### config.mk
export PLATFORM = sky130hd
export DESIGN_NAME = id_issue_stage
export DESIGN_NICKNAME = d
export VERILOG_FILES = /design/src/rtl/id_issue_stage.sv
export SDC_FILE = /design/constraint.sdc
export NUM_CORES = 1
export LEC_CHECK = 0
export BUFFER_PORTS_ARGS = -buffer_cell sky130_fd_sc_hd__buf_2
export CELL_PAD_IN_SITES_DETAIL_PLACEMENT = 1
export CELL_PAD_IN_SITES_GLOBAL_PLACEMENT = 1
export CORE_AREA = 2 2 160 162
export DETAILED_ROUTE_END_ITERATION = 6
export DIE_AREA = 0 0 162 164
export PLACE_DENSITY_LB_ADDON = 0.08
export SLEW_MARGIN = 20
export SYNTH_ARGS = -nofsm -noshare
export SYNTH_HDL_FRONTEND = slang
export SYNTH_SLANG_ARGS = --single-unit
### constraint.sdc
create_clock -name CLK -period 13.6 [get_ports CLK]
set_clock_uncertainty 0.15 [all_clocks]
set_input_delay 1.36 -clock CLK [delete_from_list [all_inputs] [get_ports CLK]]
set_output_delay 1.36 -clock CLK [all_outputs]
set_load 0.05 [all_outputs]
### src/rtl/id_issue_stage.sv
// Decode-to-execute issue register with operand forwarding, stall/freeze
// handling and a drain/notify sequence for serializing instructions.
module id_issue_stage #(
  parameter int XLEN         = 32,
  parameter int CTRL_W       = 24,
  parameter int DRAIN_CYCLES = 3   // 1..15
) (
  input  logic              CLK,
  input  logic              RESET,
  input  logic              in_valid,
  input  logic [31:0]       in_instr,
  input  logic [XLEN-1:0]   in_pc,
  input  logic [CTRL_W-1:0] in_ctrl,
  input  logic              in_serialize,
  input  logic              in_notify,
  input  logic [XLEN-1:0]   in_raw_a,
  input  logic [XLEN-1:0]   in_raw_b,
  input  logic [1:0]        fwd_sel_a,
  input  logic [1:0]        fwd_sel_b,
  input  logic [XLEN-1:0]   fwd_alu,
  input  logic [XLEN-1:0]   fwd_mem,
  input  logic              fwd_req_freeze,
  input  logic              exe_stall,
  input  logic              flush,
  output logic              out_valid,
  output logic [31:0]       out_instr,
  output logic [XLEN-1:0]   out_pc,
  output logic [CTRL_W-1:0] out_ctrl,
  output logic [XLEN-1:0]   out_opa,
  output logic [XLEN-1:0]   out_opb,
  output logic              want_freeze,
  output logic              sys,
  output logic [XLEN-1:0]   sys_pc,
  output logic              busy
);

  typedef enum logic [1:0] {IDLE, DRAIN, NOTIFY} state_e;

  localparam logic [3:0] DRAIN_INIT = 4'(DRAIN_CYCLES);

  state_e              state_q, state_d;
  logic [3:0]          cnt_q, cnt_d;
  logic                notify_q, notify_d;
  logic                out_valid_q, out_valid_d;
  logic [31:0]         out_instr_q, out_instr_d;
  logic [XLEN-1:0]     out_pc_q, out_pc_d;
  logic [CTRL_W-1:0]   out_ctrl_q, out_ctrl_d;
  logic [XLEN-1:0]     out_opa_q, out_opa_d;
  logic [XLEN-1:0]     out_opb_q, out_opb_d;
  logic                sys_q, sys_d;
  logic [XLEN-1:0]     sys_pc_q, sys_pc_d;
  logic [XLEN-1:0]     opa, opb;

  // Bit 0 selects the ALU result, so both 01 and 11 forward from EXE.
  assign opa = fwd_sel_a[0] ? fwd_alu : ((fwd_sel_a == 2'b10) ? fwd_mem : in_raw_a);
  assign opb = fwd_sel_b[0] ? fwd_alu : ((fwd_sel_b == 2'b10) ? fwd_mem : in_raw_b);

  always_comb begin
    // NOTE: every _d starts as a copy of its _q so no path leaves a
    // variable unassigned, which would otherwise infer a latch.
    state_d     = state_q;
    cnt_d       = cnt_q;
    notify_d    = notify_q;
    out_valid_d = out_valid_q;
    out_instr_d = out_instr_q;
    out_pc_d    = out_pc_q;
    out_ctrl_d  = out_ctrl_q;
    out_opa_d   = out_opa_q;
    out_opb_d   = out_opb_q;
    sys_d       = 1'b0;
    sys_pc_d    = sys_pc_q;

    if (flush) begin
      out_valid_d = 1'b0;
      out_ctrl_d  = '0;
      state_d     = IDLE;
      cnt_d       = '0;
    end else if (exe_stall) begin
      // Hold everything; sys is a pulse and must not repeat.
    end else if (fwd_req_freeze) begin
      out_valid_d = 1'b0;
      out_ctrl_d  = '0;
    end else begin
      unique case (state_q)
        IDLE: begin
          if (in_valid) begin
            out_valid_d = 1'b1;
            out_instr_d = in_instr;
            out_pc_d    = in_pc;
            out_ctrl_d  = in_ctrl;
            out_opa_d   = opa;
            out_opb_d   = opb;
            if (in_serialize) begin
              notify_d = in_notify;
              sys_pc_d = in_pc;
              cnt_d    = DRAIN_INIT;
              state_d  = DRAIN;
            end
          end else begin
            out_valid_d = 1'b0;
            out_ctrl_d  = '0;
          end
        end
        DRAIN: begin
          out_valid_d = 1'b0;
          out_ctrl_d  = '0;
          cnt_d       = cnt_q - 4'd1;
          if (cnt_q == 4'd1) state_d = NOTIFY;
        end
        NOTIFY: begin
          out_valid_d = 1'b0;
          out_ctrl_d  = '0;
          sys_d       = notify_q;
          state_d     = IDLE;
        end
        default: state_d = IDLE;
      endcase
    end
  end

  // NOTE: state updates use non-blocking assignments so every flop samples
  // the pre-edge value of the others, independent of statement order.
  always_ff @(posedge CLK or posedge RESET) begin
    if (RESET) begin
      state_q     <= IDLE;
      cnt_q       <= '0;
      notify_q    <= 1'b0;
      out_valid_q <= 1'b0;
      out_instr_q <= '0;
      out_pc_q    <= '0;
      out_ctrl_q  <= '0;
      out_opa_q   <= '0;
      out_opb_q   <= '0;
      sys_q       <= 1'b0;
      sys_pc_q    <= '0;
    end else begin
      state_q     <= state_d;
      cnt_q       <= cnt_d;
      notify_q    <= notify_d;
      out_valid_q <= out_valid_d;
      out_instr_q <= out_instr_d;
      out_pc_q    <= out_pc_d;
      out_ctrl_q  <= out_ctrl_d;
      out_opa_q   <= out_opa_d;
      out_opb_q   <= out_opb_d;
      sys_q       <= sys_d;
      sys_pc_q    <= sys_pc_d;
    end
  end

  assign out_valid   = out_valid_q;
  assign out_instr   = out_instr_q;
  assign out_pc      = out_pc_q;
  assign out_ctrl    = out_ctrl_q;
  assign out_opa     = out_opa_q;
  assign out_opb     = out_opb_q;
  assign sys         = sys_q;
  assign sys_pc      = sys_pc_q;
  assign busy        = (state_q != IDLE);
  // Fetch keeps advancing in the IDLE cycle that accepts a serializer.
  assign want_freeze = exe_stall | fwd_req_freeze | (state_q != IDLE);

endmodule

Word-level counts from Yosys, hierarchy flattened
Cells that the tools add are included.
Widths: inputs -> output; s select.
{"block": "classes", "n_addsub": 1, "eq_ne": 10, "mux": 31, "n_bitwise": 5, "n_reduce_logical": 10}
{"op": "$mux 32", "count": 4}
{"op": "$mux 24", "count": 4}
{"op": "$pmux 24 s2", "count": 1}
{"op": "$mux 4", "count": 5}
{"op": "$reduce_and 5->1", "count": 3}
{"op": "$mux 2", "count": 6}
{"op": "$ne 3x3->1 const B", "count": 3}
{"op": "$mux 1", "count": 8}
{"op": "$pmux 4 s2", "count": 1}
{"op": "$eq 2x2->1 const B", "count": 3}
{"op": "$reduce_and 6->1", "count": 1}
{"op": "$eq 4x1->1 const B", "count": 1}
{"op": "$ne 2x1->1 const B", "count": 2}
{"op": "$pmux 2 s2", "count": 1}
{"op": "$reduce_bool 4->1", "count": 1}
{"op": "$sub 4x1->4 const B", "count": 1}
{"op": "$not 1->1", "count": 3}
{"op": "$reduce_bool 3->1", "count": 1}
{"op": "$eq 2x1->1 const B", "count": 1}
{"op": "$logic_not 2->1", "count": 1}
{"op": "$or 1x1->1", "count": 2}
{"op": "$pmux 1 s2", "count": 1}
{"op": "$reduce_and 2->1", "count": 1}
{"op": "$reduce_bool 2->1", "count": 1}
{"op": "$reduce_or 2->1", "count": 1}
{"block": "totals", "ff_bits": 193, "inputBits": 228, "output_inout_bits": 188, "wordCells": 68}

Logic depth before layout (Yosys ltp)
Gate-level depths: netlist of run 1.
{"block": "depth", "word_depth": 6, "depth_mapped": 7, "mapped_depth_nobuf": 5}

Least setup slack after synthesis of run 1
No wires, ideal clock.
{"block": "synth_path", "path_type": "in2out", "from": "input fwd_req_freeze", "to": "output want_freeze", "arrival_ps": 1944, "required_ps": 12090, "path_slack_ps": 10146, "stages": 1, "path_buffers": 0, "cell_sequence": "or3_1"}
{"block": "synth_between", "elab_chain_len": 2}
{"item": "from (decl)", "line_no": "22", "rtl": "input logic fwd_req_freeze,"}
{"item": "$or 1x1->1 (2 in a row)", "line_no": "161", "rtl": "assign want_freeze = exe_stall | fwd_req_freeze | (state_q != IDLE);"}
{"item": "to (decl)", "line_no": "31", "rtl": "output logic want_freeze,"}
No other way between the ends.

Worst setup path in the final report of run 1
Same ends and word-level chain as after synthesis.

==> results_dict.tcl, run 1 <==
set metrics [dict create \
    status "complete, no violations" \
    ctsHtreeMaxLevel 4 \
    slew_viol_final 0 \
    syn_nets 904 \
    p_total_mw 3.07 \
    peakVddDrop_v 0.000143 \
    grt_pass1_wl_um 43100 \
    postRouteAntennaNets 0 \
    yosys.area.top_type "dfrtp_1" \
    fmax_mhz 276 \
    grt_max_degree 78 \
    grt_pass1_vias 7541 \
    cp.buffers_inverters 2 \
    vias_per_cell 4.87 \
    holdPathStages 1 \
    syn_inst 670 \
    ys_seq_elements 193 \
    r2r_start "state_q[0]" \
    final-seq-area_mm2 0.00483 \
    wire_per_inst_um 19.9 \
    place.gp.congestion 0.770 \
    slowest_stage "or3_1" \
    yosysSeqAreaShare 0.550 \
    wl_met2_um 14100 \
    drcViolationCount 0 \
    cts_tree "yes" \
    maxSlewHeadroom 0.269 \
    worst_pin_slew_ps 1100 \
    setup_slack_ps 9980 \
    finalCoreUtilization 0.473 \
    synth.most_common_cell "dfrtp_1" \
    place_ws_ps 9890 \
    path_common_cell "buf_2" \
    min_period_ps 3620 \
    setup_viol 0 \
    wirelength_um 28100 \
    postSynthAreaPerCell_um2 13.1 \
    clk_latency_ps 440 \
    cp.required_ps 12090 \
    synth_cell_types 36 \
    track_usage 0.211 \
    detailed_place_hpwl_um 21200 \
    hold_path_class "flip-flop to flip-flop" \
    cts.repair.resized 0 \
    cp_cell_sequence "buf_2 -> or3_1 -> buf_2" \
    stdcell_area_mm2 0.0117 \
    start_util 0.354 \
    pin_count 416 \
    n_fill_cell 2803 \
    drive_gt1_frac 0.577 \
    nets 1301 \
    dr.pass1.iters 4 \
    rsz0062_at_grt "no" \
    synth_edf_count 0 \
    cts_made_buffers 17 \
    rows 58 \
    synth_area_leaders "dfrtp_1, mux2_2, mux2i_1" \
    die_h_um 164 \
    vias 6882 \
    antenna_found_initial 5 \
    path_class "primary input to output port" \
    synth_top_cell_area_share 0.550 \
    area_growth_pct 33.7 \
    reg2reg_to "sys_pc[21]" \
    syn-cell-area_mm2 0.00878 \
    crit_arrival_ps 2110 \
    overflow 0 \
    fp.dieW_um 162 \
    holdCritStartpoint "out_valid" \
    tns_ps 0 \
    port_buffers 415 \
    hold_end "out_valid" \
    critPathLaunchType "primary input" \
    worst_path_largest_cell_delay_ps 370 \
    synthFlopType "dfrtp_1" \
    async_flop_share 1.00 \
    yosys-top-cells-count "dfrtp_1, mux2_2, nand2_1" \
    timing.final.crit_share 0.267 \
    reg2reg_slack_ps 10820 \
    cts_setup_buffers 0 \
    wl_met3_um 2450 \
    place_area_mm2 0.0111 \
    numClockSinks 193 \
    reg2regPathDepth 6 \
    holdBufCountCts 0 \
    synth_warnings 0 \
    cts_root_buf "clkbuf_16" \
    dr.max_layer_used "met5" \
    p_leak_nw 6.11 \
    worstSetupEndpointType "output port" \
    critPathTopFamily "buffers and inverters" \
    powerDensity_mw_per_mm2 261 \
    clk_pin_slew_ps 80 \
    die_area_mm2 0.0266 \
    m1WireLength_um 10900 \
    dr.first_iter.drc_count 310 \
    multiInputGateArea_mm2 0.00372 \
    cap_violations 0 \
    critical_path.max_fanout 8 \
    finalHoldViolCount 0 \
    clock_path_buffers 2 \
    core_mm2 0.0248 \
]
## cells in the final DEF, fill, tap and decap left out, drive strengths merged, types with 3 or more instances in the layout
| master | n |
|---|---|
| buf | 423 |
| mux2 | 161 |
| ha | 6 |
| o21ai | 64 |
| clkinv | 7 |
| dfrtp | 193 |
| o22a | 3 |
| nor2b | 3 |
| inv | 12 |
| o211ai | 5 |
| nand2 | 67 |
| a22o | 24 |
| mux2i | 64 |
| clkbuf | 18 |
## registers in the layout, summed over array words and instances (netlist names)
| name | count |
|---|---|
| sys | 1 |
| out_ctrl | 24 |
| cnt_q | 4 |
| out_opb | 32 |
| out_opa | 32 |
| out_instr | 32 |
| out_valid | 1 |
| state_q | 2 |
| notify_q | 1 |
| out_pc | 32 |
| sys_pc | 32 |
## report_power, final
part           internal (mW)  total [mW]  switching (mW)
sequential             0.822       0.949           0.127
combinational          0.432        1.62            1.19
clock                  0.247       0.500           0.253
total                   1.50        3.07            1.57
## per-layer routing
metal  track usage  vias up
li1              -     3180
met1         0.242     3383
met2         0.369      282
met3        0.0727       33
met4        0.0716        4
met5             0        -
## metrics by stage
| step | hold slack [ps] | std cells |
|---|---|---|
| 3_5_place_dp | 317 | 1378 |
| 3_3_place_gp | 306 | 1378 |
| 5_1_grt | 365 | 1412 |
| 6_report | 337 | 1412 |
| 2_1_floorplan | 332 | 670 |
| 4_1_cts | 345 | 1410 |
## logic make-up after synthesis
group | Yosys count | share of synthesized area
AOI/OAI and AO/OA | 108 | 0.0778
adders and majority gates | 6 | 0.00855
buffers and inverters | 52 | 0.0277
DFF | 193 | 0.550
muxes | 225 | 0.292
and+or+nand+nor | 86 | 0.0433
## how the worst max path moves through the flow
stage / end / slack [ps] / depth (start not counted) / startpoint
after global placement: out_opa[18] / 9890 / 4 / RESET
after global routing: want_freeze / 9950 / 3 / fwd_req_freeze
after detailed placement: out_opb[27] / 9890 / 4 / RESET
final: want_freeze / 9980 / 3 / fwd_req_freeze
after CTS: want_freeze / 9980 / 3 / fwd_req_freeze
after floorplan: cnt_q[0] / 6830 / 1 / RESET
## cell type report
cell class | instances | share of cell area
Sequential cell | 193 | 0.412
Inverter | 7 | 0.00288
Multi-Input combinational cell | 425 | 0.317
Antenna cell | 2 | 0.000426
Timing Repair Buffer | 423 | 0.182
Clock buffer | 18 | 0.0366
Tap cell | 330 | 0.0352
Clock inverter | 14 | 0.0143
No activity file was read; power rests on OpenSTA's default activity.
==> inputs of run 2 (changes only) <==
Settings changed: CORE_AREA 2 2 160 162 to not set, CORE_ASPECT_RATIO set to 1.25, CORE_MARGIN set to 1, CORE_UTILIZATION set to 32, DIE_AREA 0 0 162 164 to not set.
Clock period 13.6 ns to 3.24 ns, I/O delays scaled along.
==> run 2 against run 1 <==
Compared with the run above: power rose to 4.2 times the previous value; combinational power rose to 4.3 times the previous value; cell area rose by 8.9%; register-to-register slack got worse by 10000 ps; clock-buffer cell count rose by 4; largest power group unchanged; worst hold slack got worse by 310 ps; critical path type is now flip-flop to flip-flop; clock power rose to 4.3 times the previous value; sequential power rose to 4.2 times the previous value.
==> results_dict.tcl, run 2 (same netlist as run 1, synthesis figures left out) <==
set metrics [dict create \
    layout_common_cells "buf_2, dfrtp_1, mux2_2" \
    port_buffers 415 \
    tns_ps 0 \
    cts_tree "yes" \
    place_ws_ps 560 \
    rows 67 \
    numClockSinks 193 \
    min_period_ps 2680 \
    place_inst 1400 \
    timing.final.crit_share 0.827 \
    critPathLaunchType "flip-flop" \
    p_total_mw 13.0 \
    fp.dieW_um 150 \
    slew_viol_final 0 \
    track_usage 0.211 \
    clock_path_buffers 2 \
    setup_viol 0 \
    n_fill_cell 2955 \
    cts_root_buf "clkbuf_16" \
    crit_arrival_ps 2840 \
    area_growth_pct 45.6 \
    diodes 0 \
    peakVddDrop_v 0.000645 \
    fmax_mhz 373 \
    instances_no_fill 1521 \
    whs_ps 32.1 \
    detailed_place_hpwl_um 20600 \
    maxSlewHeadroom 0.524 \
    clk_pin_slew_ps 80 \
    worstSetupEndpointType "flip-flop" \
    pin_count 416 \
    vias_per_cell 4.74 \
    cts_setup_buffers 0 \
    place_area_mm2 0.0113 \
    antenna_found_initial 2 \
    worst_path_largest_cell_delay_ps 670 \
    hold_path_class "primary input to flip-flop" \
    drcViolationCount 0 \
    setup_slack_ps 562 \
    grt_pass1_wl_um 44900 \
    vias 7204 \
    status "complete, no violations" \
    dr.pass1.iters 4 \
    core_mm2 0.0269 \
    final_common_cell "buf_2" \
    wire_per_inst_um 19.0 \
    p_leak_nw 6.55 \
    worst_pin_slew_ps 714 \
    nets 1398 \
    start_util 0.326 \
    critPathTopFamily "simple AND/OR/NAND/NOR gates" \
    finalCoreUtilization 0.475 \
    cap_violations 0 \
    critical_path.max_fanout 33 \
    finalHoldViolCount 0 \
    rsz0062_at_grt "no" \
    grt_pass1_vias 7881 \
    slowest_stage "or4b_2" \
    stdcell_area_mm2 0.0128 \
    path_class "flip-flop to flip-flop" \
    place.gp.congestion 0.766 \
    cp.required_ps 3400 \
    cp.buffers_inverters 2 \
    overflow 0 \
    reg2reg_slack_ps 560 \
    grt_max_degree 64 \
    cts_made_buffers 17 \
    clk_latency_ps 430 \
    cp_cell_sequence "inv_1 -> ha_1 -> nand3b_1 -> or4b_2 -> buf_4 -> mux2_4" \
    wirelength_um 28900 \
    drive_gt1_frac 0.535 \
    die_area_mm2 0.0281 \
    dr.first_iter.drc_count 160 \
    powerDensity_mw_per_mm2 1020 \
    ctsHtreeMaxLevel 4 \
    postRouteAntennaNets 0 \
    die_h_um 187 \
]
[run 2: cell count changes in the layout (fill, tap and decap cells not counted)]
cell           change
clkinv_8           -6
buf_4              -2
dlygate4sd3_1     +90
diode_2            -2
clkinv_4           +2
inv_8              -1
buf_12             +8
inv_6              -2
clkbuf_8           +4
buf_2              +1
clkinv_2           +1
bufinv_16          +1
[run 2: repair_timing]
item / 4_1_cts / 5_1_grt
hold buffers: 90 / 0
resized for setup: 0 / 0
hold endpoints to repair: 143 / 0
[run 2: layout make-up]
| cell class | count | area, um^2 | share of cell area |
|---|---|---|---|
| flip-flops and latches | 193 | 4830 | 0.378 |
| multi-input cells | 425 | 3720 | 0.291 |
| repair buffers | 520 | 3190 | 0.250 |
| clock buffers | 22 | 484 | 0.0379 |
| well taps | 345 | 432 | 0.0338 |
| clock inverters | 9 | 97.6 | 0.00764 |
| inverters | 7 | 30.0 | 0.00235 |
[run 2: power by group]
| group | internal [mW] | switching [mW] | total [mW] | leakage [nW] |
|---|---|---|---|---|
| clock network | 1.15 | 0.974 | 2.13 | 0.285 |
| logic | 1.90 | 5.01 | 6.91 | 3.86 |
| registers | 3.45 | 0.519 | 3.97 | 2.41 |
| total | 6.51 | 6.50 | 13.0 | 6.55 |
[run 2: per-layer routing]
layer,vias up,share of wire,GRT usage
li1,3380,-,-
met1,3496,0.39,0.241
met2,287,0.51,0.370
met3,37,0.083,0.0663
met4,4,0.020,0.0637
met5,-,0.00093,0
[run 2: worst paths after layout]
kind                            startpoint     endpoint  depth (start not counted)
worst min-delay path              in_pc[1]    out_pc[1]                          2
max in group asynchronous            RESET   state_q[0]                          4
worst max register to register  state_q[0]    sys_pc[9]                          6
min in group asynchronous            RESET  out_opa[21]                          3
worst min register to register   out_valid    out_valid                          1
worst max-delay path            state_q[0]    sys_pc[9]                          6
